`config.mk`:
```
export PLATFORM = sky130hd
export DESIGN_NAME = irq_ctrl
export DESIGN_NICKNAME = d
export VERILOG_FILES = /design/src/rtl/irq_ctrl_pkg.sv /design/src/rtl/irq_sync.sv /design/src/rtl/irq_ctrl.sv
export SDC_FILE = /design/constraint.sdc
export NUM_CORES = 1
export LEC_CHECK = 0
export ABC_CLOCK_PERIOD_IN_PS = 2600
export BUFFER_PORTS_ARGS = -buffer_cell sky130_fd_sc_hd__buf_4
export CAP_MARGIN = 20
export CORE_ASPECT_RATIO = 0.9
export CORE_MARGIN = 4
export CORE_UTILIZATION = 25
export CTS_CLUSTER_SIZE = 16
export DETAILED_ROUTE_END_ITERATION = 6
export PLACE_DENSITY = 0.68
export SLEW_MARGIN = 5
export SYNTH_ARGS = -nofsm -noshare
export SYNTH_HDL_FRONTEND = slang
export SYNTH_SLANG_ARGS = --single-unit
export TNS_END_PERCENT = 10
```
`constraint.sdc`:
```
create_clock -name clk -period 2.6 [get_ports clk]
set_clock_uncertainty 0.1 [all_clocks]
set_input_delay 0.78 -clock clk [delete_from_list [all_inputs] [get_ports clk]]
set_output_delay 0.78 -clock clk [all_outputs]
set_load 0.01 [all_outputs]
```
`src/rtl/irq_ctrl_pkg.sv`:
```
// Shared machine-interrupt CSR layout: mip/mie bit positions, cause codes and controller states.
// Imported by the interrupt controller and anything that decodes its mcause value.
package irq_ctrl_pkg;

  localparam int MEI_BIT = 11;
  localparam int MTI_BIT = 7;
  localparam int MSI_BIT = 3;

  localparam logic [3:0] CAUSE_MEI = 4'd11;
  localparam logic [3:0] CAUSE_MTI = 4'd7;
  localparam logic [3:0] CAUSE_MSI = 4'd3;

  localparam int MCAUSE_INT_BIT = 31;

  typedef enum logic [1:0] {
    ST_IDLE    = 2'd0,
    ST_REQ     = 2'd1,
    ST_HANDLER = 2'd2
  } irq_state_t;

  function automatic logic [31:0] make_cause(input logic [3:0] code);
    logic [31:0] c;
    c = 32'd0;
    c[MCAUSE_INT_BIT] = 1'b1;
    c[3:0] = code;
    return c;
  endfunction

endpackage

```
`src/rtl/irq_sync.sv`:
```
// Single-bit level synchroniser, SYNC_STAGES flops deep, synchronous active-high clear.
// Latency SYNC_STAGES cycles; no flow control, the level is simply re-timed.
module irq_sync #(
  parameter int SYNC_STAGES = 2
) (
  input  logic clk,
  input  logic rst,
  input  logic d,
  output logic q
);

  logic [SYNC_STAGES-1:0] chain;

  always_ff @(posedge clk) begin
    if (rst) begin
      chain <= '0;
    end else begin
      chain <= {chain[SYNC_STAGES-2:0], d};
    end
  end

  assign q = chain[SYNC_STAGES-1];

endmodule

```
`src/rtl/irq_ctrl.sv`:
```
// Machine interrupt controller: synchronises raw lines into mip, arbitrates, and holds a trap request.
// Raw input to trap_req is SYNC_STAGES+1 cycles; a request is held until trap_ack, then silent until mret.
module irq_ctrl
  import irq_ctrl_pkg::*;
#(
  parameter int SYNC_STAGES = 2
) (
  input  logic        clk,
  input  logic        rst,
  input  logic        meip_in,
  input  logic        mtip_in,
  input  logic        msip_in,
  input  logic [31:0] mie,
  input  logic        mstatus_mie,
  input  logic        trap_ack,
  input  logic        mret,
  output logic [31:0] mip,
  output logic        trap_req,
  output logic [31:0] trap_cause,
  output logic        in_handler
);

  logic meip_s, mtip_s, msip_s;

  irq_sync #(.SYNC_STAGES(SYNC_STAGES)) u_sync_mei (.clk(clk), .rst(rst), .d(meip_in), .q(meip_s));
  irq_sync #(.SYNC_STAGES(SYNC_STAGES)) u_sync_mti (.clk(clk), .rst(rst), .d(mtip_in), .q(mtip_s));
  irq_sync #(.SYNC_STAGES(SYNC_STAGES)) u_sync_msi (.clk(clk), .rst(rst), .d(msip_in), .q(msip_s));

  always_comb begin
    mip = 32'd0;
    mip[MEI_BIT] = meip_s;
    mip[MTI_BIT] = mtip_s;
    mip[MSI_BIT] = msip_s;
  end

  logic [31:0] elig;
  logic [3:0]  win_code;

  assign elig = mip & mie & {32{mstatus_mie}};

  // Privileged-spec order: external beats software beats timer.
  always_comb begin
    win_code = CAUSE_MTI;
    if (elig[MEI_BIT]) begin
      win_code = CAUSE_MEI;
    end else if (elig[MSI_BIT]) begin
      win_code = CAUSE_MSI;
    end
  end

  irq_state_t  state_q, state_d;
  logic [31:0] cause_q, cause_d;

  always_ff @(posedge clk) begin
    if (rst) begin
      state_q <= ST_IDLE;
      cause_q <= 32'd0;
    end else begin
      state_q <= state_d;
      cause_q <= cause_d;
    end
  end

  // Cause is captured only on IDLE->REQ, so it stays frozen through REQ and HANDLER.
  always_comb begin
    state_d = state_q;
    cause_d = cause_q;
    case (state_q)
      ST_IDLE: begin
        if (|elig) begin
          state_d = ST_REQ;
          cause_d = make_cause(win_code);
        end
      end
      ST_REQ: begin
        if (trap_ack) begin
          state_d = ST_HANDLER;
        end
      end
      ST_HANDLER: begin
        if (mret) begin
          state_d = ST_IDLE;
        end
      end
      default: begin
        state_d = ST_IDLE;
      end
    endcase
  end

  assign trap_req   = (state_q == ST_REQ);
  assign in_handler = (state_q == ST_HANDLER);
  assign trap_cause = cause_q;

endmodule

```
==> impl_results.md <==
- Status: finished, final reports clean
- Setup ws final: 0.730 ns
- Pre-CTS WS: 0.834 ns
- Overall Power: 0.000427 W
- H-tree levels: 1
- Die X: 69.5 um
- RSZ-0062 raised after global routing: no
- CTS Sinks: 11
- Grt peak-use layer: met2
- Commonest cells post-synth: buf_4 (61), dfxtp_1 (11), nor2b_1 (7)
- Top cells by area, synth: buf_4 (54%), dfxtp_1 (26%), nor2b_1 (5.1%)
- Worst IR drop on VDD: 243 uV
- CP endpoint kind: primary output
- Worst-path cell chain: nor2b_1 -> buf_4
- Clock Pin Slew Worst Setup and Hold Paths: 0.05 ns
- Sequential-to-total area share from yosys stat: 25.8%
- Detailed Routing Iterations Pass 1: 4
- DR vias/cell: 2.90
- Top cell type's share of synthesized area: 53.7%
- Critical Path AT: 0.99 ns
- Routed len/inst: 7.98 um
- Clock buffer depth: 2
- Routing usage on met1: 5.13%
- Vias post-DR: 458
- Flop and latch count out of synthesis: 11
- Syn Inst Count: 99
- Starting DRT DRC Count: 8
- Ant diodes: 0
- Met2 Usage GRT: 7.14%
- Total Routing Usage GR: 5.08%
- CP required: 1.72 ns
- Detail Route Antenna Nets: 0
- Leakage: 0.452 nW
- Port buffer count: 20
- GP Congestion: 0.704
- Max Cap Viol: 0
- FILL cells: 364
- Slew Viols, Final: 0
- Post-CTS setup buffer count: 0
- DRC errors left: 0
- GRT overflow: 0
- Slowest CP cell: dfxtp_1
- PwrDens: 505 nW/um^2
- CTS resizes: 0
- First-pass GRT wire length: 1.67 mm
- Top FF cell, synth: dfxtp_1
- CORE AREA: 3160 um^2
- Synthesized cell area: 852 um^2
- Post-synth EDFFs: 0
- Design Area, Final: 846 um^2
- Synth-to-layout area growth: -0.734%
- Depth of the most critical reg-to-reg path: 3
- Setup TNS: 0 ns
- Final min period: 1.87 ns
- GRT met3 Usage: 4.29%
- Total CTS buffers: 3
- Final setup fails: 0
- Die extent in y: 63.4 um
- Syn Area/Cell: 8.61 um^2
- CTS tree: yes
- Die Area: 4410 um^2
- Initial Util: 26.9%
- Crit-path max FO: 3
- Final net count: 157
- Worst hold path type: flip-flop to flip-flop
- Post-Route WL: 1.26 mm
- Post-Place Cell Area: 800 um^2
- HPWL Detailed: 1.12 mm
- Row count: 19
- CP Launch Type: flip-flop
- Synth Warn #: 0
- Highest cell delay on the worst timing path: 0.37 ns
- Final Cycle Share: 71.9%
- Clock insertion delay at the later pin of the skew report: 0.24 ns
- Count leader, synth: buf_4
- Critical path class: flip-flop to primary output
- Synth cell types: 18
- Cts hold-fix bufs: 0
- Fraction of registers with async set/reset: 0%
- Number of global-route vias before repair: 352
- Largest net degree at the start of global routing: 12
- Ratio of cells with drive above 1 in the final layout: 21.6%
- Worst Hold Depth: 1
- Clock Root Buffer: clkbuf_8
- Initial antenna violation count: 0
- Max Clk Rate: 535 MHz
- Cell taking the most area after synthesis: buf_4
- Io pins: 106
- Fin. Hold Viols: 0
## registers in the layout (all words and copies together), names as in the netlist
| signal | flops |
|---|---|
| state_q | 2 |
| u_sync_mti.chain | 2 |
| trap_cause | 3 |
| u_sync_mei.chain | 2 |
| u_sync_msi.chain | 2 |
## path summary, 6_finish.rpt
| kind | slack (ns) | endpoint | start |
|---|---|---|---|
| worst max-delay path | 0.73 | trap_req | state_q[0] |
| worst min-delay path | 0.33 | u_sync_mti.chain[1] | u_sync_mti.chain[0] |
| worst max register to register | 1.40 | trap_cause[1] | u_sync_mei.chain[1] |
| worst min register to register | 0.33 | u_sync_mti.chain[1] | u_sync_mti.chain[0] |
## per-layer routing
metal / routed length, um / vias to the layer above
met1: 371 / 187
li1: - / 228
met3: 251 / 2
met5: 0 / -
met2: 630 / 41
met4: 8 / 0
## stage by stage
step | util, % | hold slack, ns | cells
after floorplan | - | 0.314 | 154
after global placement | 25.3 | 0.319 | 154
after detailed placement | 25.3 | 0.322 | 154
after CTS | 26.8 | 0.335 | 158
after global routing | 26.8 | 0.351 | 158
final | 26.8 | 0.333 | 158
## power by group
group	switching [W]	leakage, nW	internal (W)	total [W]
clock network	0.0000645	0.0255	0.000105	0.000170
logic	0.0000528	0.337	0.0000247	0.0000775
registers	0.00000425	0.0902	0.000176	0.000180
## cells in the final DEF, fill, tap and decap left out, drive strengths merged, types with 2 or more instances in the layout
cell	netlist	layout
conb	1	56
a21oi	2	2
buf	61	20
dfxtp	11	11
inv	2	2
nor2b	7	7
nand2b	3	3
a31oi	2	2
clkbuf	1	3
## layout make-up
type | count | area (um^2) | share of cell area (%)
Sequential cell | 11 | 220 | 26.0
Timing Repair Buffer | 20 | 150 | 17.8
Multi-Input combinational cell | 79 | 369 | 43.6
Inverter | 2 | 7.51 | 0.888
Clock buffer | 3 | 41.3 | 4.88
Tap cell | 42 | 52.6 | 6.21
Clock inverter | 1 | 5.00 | 0.592
## kinds of logic (layout without fill, tap and decap cells)
group | count (synthesis) | after routing | share of synthesized area [%]
other | 1 | 56 | 0.440
AND/OR/NAND/NOR | 15 | 15 | 12.0
buffers and inverters | 64 | 26 | 55.1
AO/OA/AOI/OAI | 8 | 8 | 6.61
flip-flops | 11 | 11 | 25.8
## critical path, delay by kind of cell, from the launching register on
family	cells	cell delay (ns)
buf+inv	1	0.16
simple gates	1	0.22
flops	1	0.37
Note: power is estimated with default switching activity, not from simulation.
